File: config.mk
export PLATFORM = sky130hd
export DESIGN_NAME = reg_shift_sequencer_flat
export DESIGN_NICKNAME = d
export VERILOG_FILES = /design/src/rtl/reg_shift_sequencer_if.sv /design/src/rtl/reg_shift_sequencer.sv /design/src/flat_wrapper.sv
export SDC_FILE = /design/constraint.sdc
export NUM_CORES = 1
export LEC_CHECK = 0
export CAP_MARGIN = 20
export CORE_UTILIZATION = 60
export CTS_CLUSTER_SIZE = 12
export DETAILED_ROUTE_END_ITERATION = 6
export PLACE_DENSITY = 0.95
export SETUP_SLACK_MARGIN = 0.5
export SLEW_MARGIN = 20
export SYNTH_ARGS = -nofsm -noshare
export SYNTH_HDL_FRONTEND = slang
export SYNTH_SLANG_ARGS = --single-unit
File: constraint.sdc
create_clock -name clk -period 6.15 [get_ports clk]
set_clock_uncertainty 0.2 [all_clocks]
set_input_delay 1.23 -clock clk [delete_from_list [all_inputs] [get_ports clk]]
set_output_delay 1.23 -clock clk [all_outputs]
set_load 0.02 [all_outputs]
File: src/rtl/reg_shift_sequencer_if.sv
// Request/result bundle between the EXE stage and the register-specified shift sequencer.
interface reg_shift_sequencer_if;
  logic        start;
  logic [1:0]  shift_type;
  logic [31:0] val_rm;
  logic [31:0] val_rs;
  logic        c_in;
  logic        flush;
  logic        busy;
  logic        stall;
  logic        done;
  logic [31:0] val2;
  logic        shifter_carry;

  modport master (
    output start, shift_type, val_rm, val_rs, c_in, flush,
    input  busy, stall, done, val2, shifter_carry
  );

  modport slave (
    input  start, shift_type, val_rm, val_rs, c_in, flush,
    output busy, stall, done, val2, shifter_carry
  );
endinterface

File: src/rtl/reg_shift_sequencer.sv
// Multi-cycle ARM register-specified shifter, SHIFT_STEP bits per cycle.
// Define REG_SHIFT_CARRY_EN for a true shifter carry-out; otherwise carry-out is the latched C flag.
module reg_shift_sequencer #(
  parameter int unsigned SHIFT_STEP = 4
) (
  input  logic                 clk,
  input  logic                 rst,
  reg_shift_sequencer_if.slave bus
);

  typedef enum logic [1:0] {ST_IDLE, ST_SHIFT, ST_DONE} state_t;

  localparam logic [4:0] STEP = 5'(SHIFT_STEP);

  state_t      r_state;
  logic [31:0] r_work;
  logic [31:0] r_val2;
  logic [4:0]  r_rem;
  logic [1:0]  r_type;
  logic        r_carry;
  logic        r_busy;
  logic        r_done;
`ifndef REG_SHIFT_CARRY_EN
  logic        r_cin;
`endif

  logic [7:0]  w_n;
  logic        w_special;
  logic [31:0] w_sp_val;
  logic        w_sp_carry;
  logic [4:0]  w_k;
  logic [31:0] w_ror;
  logic [31:0] w_res;
`ifdef REG_SHIFT_CARRY_EN
  logic [32:0] w_ext;
  logic        w_c;
`endif
  logic        w_unused_rs;

  assign w_n         = bus.val_rs[7:0];
  assign w_unused_rs = ^bus.val_rs[31:8];

  // ROR with n[4:0]!=0 behaves as a plain 1..31 rotate, so only the other >=32 amounts are special
  assign w_special = (w_n == 8'd0) ||
                     ((bus.shift_type != 2'b11) && (w_n[7:5] != 3'd0)) ||
                     ((bus.shift_type == 2'b11) && (w_n[4:0] == 5'd0));

  always_comb begin
    w_sp_val   = bus.val_rm;
    w_sp_carry = bus.c_in;
    if (w_n != 8'd0) begin
      case (bus.shift_type)
        2'b00:   w_sp_val = '0;
        2'b01:   w_sp_val = '0;
        2'b10:   w_sp_val = {32{bus.val_rm[31]}};
        default: w_sp_val = bus.val_rm;
      endcase
`ifdef REG_SHIFT_CARRY_EN
      case (bus.shift_type)
        2'b00:   w_sp_carry = (w_n == 8'd32) ? bus.val_rm[0]  : 1'b0;
        2'b01:   w_sp_carry = (w_n == 8'd32) ? bus.val_rm[31] : 1'b0;
        default: w_sp_carry = bus.val_rm[31];
      endcase
`endif
    end
  end

  // One step of at most STEP bits; the carry is the last bit pushed out of the word
  always_comb begin
    w_k   = (r_rem < STEP) ? r_rem : STEP;
    w_ror = (r_work >> w_k) | (r_work << (6'd32 - {1'b0, w_k}));
`ifdef REG_SHIFT_CARRY_EN
    w_ext = '0;
    w_res = r_work;
    w_c   = 1'b0;
    case (r_type)
      2'b00: begin
        w_ext = {1'b0, r_work} << w_k;
        w_res = w_ext[31:0];
        w_c   = w_ext[32];
      end
      2'b01: begin
        w_ext = {r_work, 1'b0} >> w_k;
        w_res = w_ext[32:1];
        w_c   = w_ext[0];
      end
      2'b10: begin
        w_ext = 33'($signed({r_work, 1'b0}) >>> w_k);
        w_res = w_ext[32:1];
        w_c   = w_ext[0];
      end
      default: begin
        w_res = w_ror;
        w_c   = w_ror[31];
      end
    endcase
`else
    case (r_type)
      2'b00:   w_res = r_work << w_k;
      2'b01:   w_res = r_work >> w_k;
      2'b10:   w_res = 32'($signed(r_work) >>> w_k);
      default: w_res = w_ror;
    endcase
`endif
  end

  always_ff @(posedge clk) begin
    if (rst) begin
      r_state <= ST_IDLE;
      r_work  <= '0;
      r_val2  <= '0;
      r_rem   <= '0;
      r_type  <= '0;
      r_carry <= 1'b0;
      r_busy  <= 1'b0;
      r_done  <= 1'b0;
`ifndef REG_SHIFT_CARRY_EN
      r_cin   <= 1'b0;
`endif
    end else if (bus.flush) begin
      r_state <= ST_IDLE;
      r_busy  <= 1'b0;
      r_done  <= 1'b0;
    end else begin
      case (r_state)
        ST_IDLE, ST_DONE: begin
          r_state <= ST_IDLE;
          r_busy  <= 1'b0;
          r_done  <= 1'b0;
          if (bus.start) begin
            r_type <= bus.shift_type;
            r_work <= bus.val_rm;
            r_rem  <= w_n[4:0];
`ifndef REG_SHIFT_CARRY_EN
            r_cin  <= bus.c_in;
`endif
            if (w_special) begin
              r_state <= ST_DONE;
              r_done  <= 1'b1;
              r_val2  <= w_sp_val;
              r_carry <= w_sp_carry;
            end else begin
              r_state <= ST_SHIFT;
              r_busy  <= 1'b1;
            end
          end
        end
        ST_SHIFT: begin
          r_work <= w_res;
          r_rem  <= r_rem - w_k;
          if (r_rem == w_k) begin
            r_state <= ST_DONE;
            r_busy  <= 1'b0;
            r_done  <= 1'b1;
            r_val2  <= w_res;
`ifdef REG_SHIFT_CARRY_EN
            r_carry <= w_c;
`else
            r_carry <= r_cin;
`endif
          end
        end
        default: begin
          r_state <= ST_IDLE;
          r_busy  <= 1'b0;
          r_done  <= 1'b0;
        end
      endcase
    end
  end

  assign bus.busy          = r_busy;
  assign bus.stall         = bus.start | r_busy;
  assign bus.done          = r_done;
  assign bus.val2          = r_val2;
  assign bus.shifter_carry = r_carry;

endmodule

File: src/flat_wrapper.sv
// flat-port wrapper written by rule: the top's interface ports become plain ports
module reg_shift_sequencer_flat 
#(
  parameter int unsigned SHIFT_STEP = 4
)
  (clk, rst, bus_start, bus_shift_type, bus_val_rm, bus_val_rs, bus_c_in, bus_flush, bus_busy, bus_stall, bus_done, bus_val2, bus_shifter_carry);
  reg_shift_sequencer_if bus_i ();
  input  logic clk;
  input  logic rst;
  input wire logic [$bits(bus_i.start)-1:0] bus_start;
  input wire logic [$bits(bus_i.shift_type)-1:0] bus_shift_type;
  input wire logic [$bits(bus_i.val_rm)-1:0] bus_val_rm;
  input wire logic [$bits(bus_i.val_rs)-1:0] bus_val_rs;
  input wire logic [$bits(bus_i.c_in)-1:0] bus_c_in;
  input wire logic [$bits(bus_i.flush)-1:0] bus_flush;
  output wire logic [$bits(bus_i.busy)-1:0] bus_busy;
  output wire logic [$bits(bus_i.stall)-1:0] bus_stall;
  output wire logic [$bits(bus_i.done)-1:0] bus_done;
  output wire logic [$bits(bus_i.val2)-1:0] bus_val2;
  output wire logic [$bits(bus_i.shifter_carry)-1:0] bus_shifter_carry;
  assign bus_i.start = bus_start;
  assign bus_i.shift_type = bus_shift_type;
  assign bus_i.val_rm = bus_val_rm;
  assign bus_i.val_rs = bus_val_rs;
  assign bus_i.c_in = bus_c_in;
  assign bus_i.flush = bus_flush;
  assign bus_busy = bus_i.busy;
  assign bus_stall = bus_i.stall;
  assign bus_done = bus_i.done;
  assign bus_val2 = bus_i.val2;
  assign bus_shifter_carry = bus_i.shifter_carry;
  reg_shift_sequencer #(.SHIFT_STEP(SHIFT_STEP)) u_core (.clk(clk), .rst(rst), .bus(bus_i));
endmodule
==> results.md <==
- The flow ran to the end, and the final reports show no timing, DRC or antenna violations.
- The via count of the first global-routing pass is 7,184.
- The post-route netlist has 8.882% of its cells at a drive strength greater than 1.
- In this run the critical register-to-register path is captured at u_core.bus.val2[31]$_SDFFE_PP0P_.
- The startpoint of the worst-slack reg-to-reg timing path is u_core.r_rem[2]$_SDFFE_PP0P_.
- The clock slew seen by the registers of the worst setup and hold paths is 0.08 ns.
- The worst voltage drop across the vdd grid is 0.1922 mV.
- The post-cts resize count is 0.
- CTS placed an instance of sky130_fd_sc_hd__clkbuf_8 at the clock tree root.
- Buffers inserted during clock tree synthesis total 9.
- The initial antenna violation count came to 0.
- The post-detailed-placement cell area is 0.007420 mm^2.
- In the post-synthesis netlist, the cell with the most instances is sky130_fd_sc_hd__a21oi_1.
- The wire length of the first global-routing pass is 38.49 mm.
- At the worst endpoint, the required time is 6.16 ns.
- The first-iteration detailed-routing DRC count is 1,592.
- The fraction of registers with async set/reset is 0%.
- Clock latency on the worst-skew pair, taken at its later pin, is 0.36 ns.
- After layout, the minimum clock period comes to 4.695 ns.
- The placed cell count is 1,037.
- The type of destination of the critical path is a flip-flop.
- The area fraction in and, or, nand and nor cells after synthesis is 19.27%.
- The number of iterations in the first detailed-routing pass is 6.
- The post-layout instance area is 0.007617 mm^2.
- Headroom to the max-slew limit came out at 33.14%.
- The pin count of the biggest net entering global routing is 64.
- For this design the ratio of total power to cell area is 198.5 mW/mm^2.
- TritonCTS built the clock tree.
- After synthesis, the most frequently instantiated cells are 96 x sky130_fd_sc_hd__a21oi_1, 91 x sky130_fd_sc_hd__nand2_1, 84 x sky130_fd_sc_hd__o21ai_0, 77 x sky130_fd_sc_hd__clkbuf_1, 76 x sky130_fd_sc_hd__dfxtp_1.
- The final-report max-slew violation count is 0.
- Counting flops with a built-in enable in the synthesized netlist gives 0.
- The count of hold buffers inserted by post-cts repair is 0.
- The worst setup slack for register-to-register paths is 1.46 ns.
- The element type at the critical path start is a flip-flop.
- The total of buffers placed on input and output ports is 82.
- The die boundary width is 108.1 um.
- The yosys synthesis warning count is 0.
- The number of vias per cell is 7.616.
- The count of different cell masters after synthesis is 84.
- sky130_fd_sc_hd__dfxtp_1 takes more of the synthesized area than any other cell.
- The start point of the critical path is u_core.r_rem[2]$_SDFFE_PP0P_.
- The initialized floorplan defines 38 standard-cell rows.
- The critical path endpoint is u_core.bus.val2[31]$_SDFFE_PP0P_.
- The post-synth net total is 982.
- The antenna cell count is 0.
- The commonest register cell after synthesis is sky130_fd_sc_hd__dfxtp_1.
- The fraction of the core area covered by cells at the end of the flow is 69.96%.
- In the routed design, unresolved DRC markers number 0.
- The portion of synthesized area spent on multiplexers is 14.39%.
- In this run the remaining antenna-violating nets after routing total 0.
- Wires add up to 24.59 mm.
- The area share of fa/ha/maj cells after synthesis is 0.5563%.
- The tool flagged a number of max-cap violations equal to 0.
- Summing over every cut layer, the via total after detailed routing is 8,012.
- Timing would allow up to 213.0 MHz.
- The path class of the lowest-slack min-delay path is flip-flop to flip-flop.
- Setup repair after global routing left no endpoint under its margin.
- The netlist area before placement is 0.006748 mm^2.
- No sink is reached through more buffers than the 2 on the longest clock path.
- The post-detailed-placement half-perimeter wirelength is 16.10 mm.
- The final-report hold violation count is 0.
- The area of the placeable core is 0.01089 mm^2.
- The area fraction in compound gates after synthesis is 34.84%.
- In this run the number of H-tree levels came out at 3.
- The layout net count is 982.
- After layout, the worst path uses 76.34% of the clock period.
- After synthesis, the cell types taking the most area are sky130_fd_sc_hd__dfxtp_1 23%, sky130_fd_sc_hd__a21oi_1 7.1%, sky130_fd_sc_hd__mux2i_1 7.0%.
- For this design the static power due to leakage is 0.002641 uW.
- The xor-xnor portion of the synthesized cell area is 0.3894%.
- The clock sink count is 76.
- The setup path with the least slack is of type flip-flop to flip-flop.
- The area growth from synthesis to final layout is 12.89%.
- Synthesis inferred 76 register bits.
- The die is 108.1 um tall.
- After synthesis, flip-flops and latches occupy 22.55% of the total area.
- The share of synthesized area in the top cell type comes to 22.55%.
- The final global-route overflow total is 0.
- The mean area per synthesized cell is 7.431 um^2.
- The average wire per cell in the routed design is 23.37 um.
- The number of failing setup endpoints in the final timing report is 0.
- Routability-driven placement finished with a final weighted congestion of 1.023.
- The area of the die is 0.01167 mm^2.
- 107 I/O pins were placed.
- Once the floorplan was initialized, standard cells occupied 61.97% of the core.
- Summed over all failing endpoints, the final setup total negative slack is 0 ns.
- After the flow finishes, the layout carries non-filler instances totaling 1,052.
- Buffers added to address setup during post-CTS repair amount to 0.
- The worst register-to-register path has a depth of 10.
- After synthesis, the largest family of logic cells by area is compound AO/OA/AOI/OAI gates.
- The largest fanout on the critical path is 31.
- In the synthesized netlist, the number of instances is 908.
- The total routing usage reported by global routing is 41.90%.
- The slew at the pin closest to its max-slew limit is 0.9992 ns.
- The worst path arrival time is 4.71 ns.
[worst min path at each step]
stage                                             from                                     to  slack, ns  cells after the start
after detailed placement     u_core.r_cin$_SDFFE_PP0P_  u_core.bus.shifter_carry$_SDFFE_PP0P_       0.28                      2
after floorplan              u_core.r_cin$_SDFFE_PP0P_  u_core.bus.shifter_carry$_SDFFE_PP0P_       0.25                      2
after global routing      u_core.bus.busy$_SDFFE_PP0N_           u_core.bus.busy$_SDFFE_PP0N_       0.31                      1
after CTS                    u_core.r_cin$_SDFFE_PP0P_  u_core.bus.shifter_carry$_SDFFE_PP0P_       0.29                      2
after global placement    u_core.bus.busy$_SDFFE_PP0N_           u_core.bus.busy$_SDFFE_PP0N_       0.27                      1
final                        u_core.r_cin$_SDFFE_PP0P_  u_core.bus.shifter_carry$_SDFFE_PP0P_       0.28                      2
[worst max-delay path, cell delays in order, from the launching register on]
cell	delay, ns
sky130_fd_sc_hd__dfxtp_1	0.70
sky130_fd_sc_hd__or3_1	0.25
sky130_fd_sc_hd__nor2_4	0.11
sky130_fd_sc_hd__inv_2	0.55
sky130_fd_sc_hd__ha_1	0.63
sky130_fd_sc_hd__nor4b_2	0.67
sky130_fd_sc_hd__o21ai_1	0.23
sky130_fd_sc_hd__a21oi_1	0.33
sky130_fd_sc_hd__nor4_1	0.08
sky130_fd_sc_hd__o31ai_1	0.59
sky130_fd_sc_hd__o22ai_1	0.18
[cell type report]
class | instances | area, um^2
Multi-Input combinational cell | 711 | 4727
Fill cell | 831 | 3271
Sequential cell | 76 | 1521
Timing Repair Buffer | 100 | 955.9
Tap cell | 140 | 175.2
Clock buffer | 10 | 137.6
Clock inverter | 5 | 60.06
Inverter | 10 | 40.04
[layer usage]
layer	track usage, %	share of wire, %	vias to the layer above
met5	0	0	-
met4	20.06	4.7	0
met3	13.20	17	147
met2	58.37	41	777
met1	57.98	38	3648
li1	-	-	3440
[state kept, by name, indices dropped and copies added (netlist names)]
name	cells
u_core.bus.busy	1
u_core.bus.shifter_carry	1
u_core.bus.val2	32
u_core.r_cin	1
u_core.r_rem	5
u_core.r_state	2
u_core.r_type	2
u_core.r_work	32
[cells in the final DEF, fill, tap and decap left out, types with 4 or more instances in the layout]
| master | instances |
|---|---|
| sky130_fd_sc_hd__o21ai_0 | 84 |
| sky130_fd_sc_hd__mux4_1 | 6 |
| sky130_fd_sc_hd__o221ai_1 | 12 |
| sky130_fd_sc_hd__or2_2 | 4 |
| sky130_fd_sc_hd__a211o_1 | 5 |
| sky130_fd_sc_hd__o2111ai_1 | 5 |
| sky130_fd_sc_hd__a221oi_1 | 5 |
| sky130_fd_sc_hd__buf_4 | 18 |
| sky130_fd_sc_hd__nand2_1 | 91 |
| sky130_fd_sc_hd__nand4_1 | 5 |
| sky130_fd_sc_hd__nor2_1 | 50 |
| sky130_fd_sc_hd__mux4_2 | 7 |
| sky130_fd_sc_hd__a211oi_1 | 29 |
| sky130_fd_sc_hd__o211ai_1 | 13 |
| sky130_fd_sc_hd__a31oi_1 | 30 |
| sky130_fd_sc_hd__mux2i_1 | 47 |
| sky130_fd_sc_hd__o22ai_1 | 10 |
| sky130_fd_sc_hd__nor4_1 | 5 |
| sky130_fd_sc_hd__inv_1 | 7 |
| sky130_fd_sc_hd__a22oi_1 | 4 |
| sky130_fd_sc_hd__and2_1 | 6 |
| sky130_fd_sc_hd__nor3_1 | 27 |
| sky130_fd_sc_hd__nand3_1 | 25 |
| sky130_fd_sc_hd__nand2b_1 | 4 |
| sky130_fd_sc_hd__clkdlybuf4s50_1 | 82 |
| sky130_fd_sc_hd__dfxtp_1 | 76 |
| sky130_fd_sc_hd__or3_1 | 8 |
| sky130_fd_sc_hd__a2bb2oi_1 | 5 |
| sky130_fd_sc_hd__o21a_1 | 5 |
| sky130_fd_sc_hd__clkbuf_8 | 10 |
| sky130_fd_sc_hd__mux2_2 | 14 |
| sky130_fd_sc_hd__nor2b_1 | 9 |
| sky130_fd_sc_hd__a311oi_1 | 6 |
| sky130_fd_sc_hd__o31ai_1 | 11 |
| sky130_fd_sc_hd__a21oi_1 | 95 |
| sky130_fd_sc_hd__and3_1 | 9 |
[per-stage QoR]
step | setup WS (ns) | hold slack (ns) | power (uW)
4_1_cts | 1.755 | 0.2872 | 1482
5_1_grt | 1.264 | 0.3130 | 1565
3_5_place_dp | 1.759 | 0.2775 | 1096
2_1_floorplan | 2.581 | 0.2516 | 928.4
6_report | 1.455 | 0.2833 | 1512
3_3_place_gp | 1.864 | 0.2696 | 1085
[power by group]
part	leakage (uW)	switching [uW]	internal [uW]	total [uW]
Combinational	0.00192	327	207	534
Clock	0.0000992	194	198	392
Sequential	0.000624	60.7	525	586
Total	0.00264	582	930	1510
[cells by family (layout without fill, tap and decap cells)]
| kind of cell | after synthesis | in the layout |
|---|---|---|
| adder cells (fa/ha/maj) | 3 | 3 |
| AND/OR/NAND/NOR | 265 | 265 |
| multiplexers | 76 | 76 |
| XOR/XNOR | 3 | 3 |
| flip-flops | 76 | 76 |
| buffers and inverters | 121 | 125 |
| AO/OA/AOI/OAI | 362 | 362 |
| other | 2 | 2 |
No activity file was read; power rests on OpenSTA's default activity.
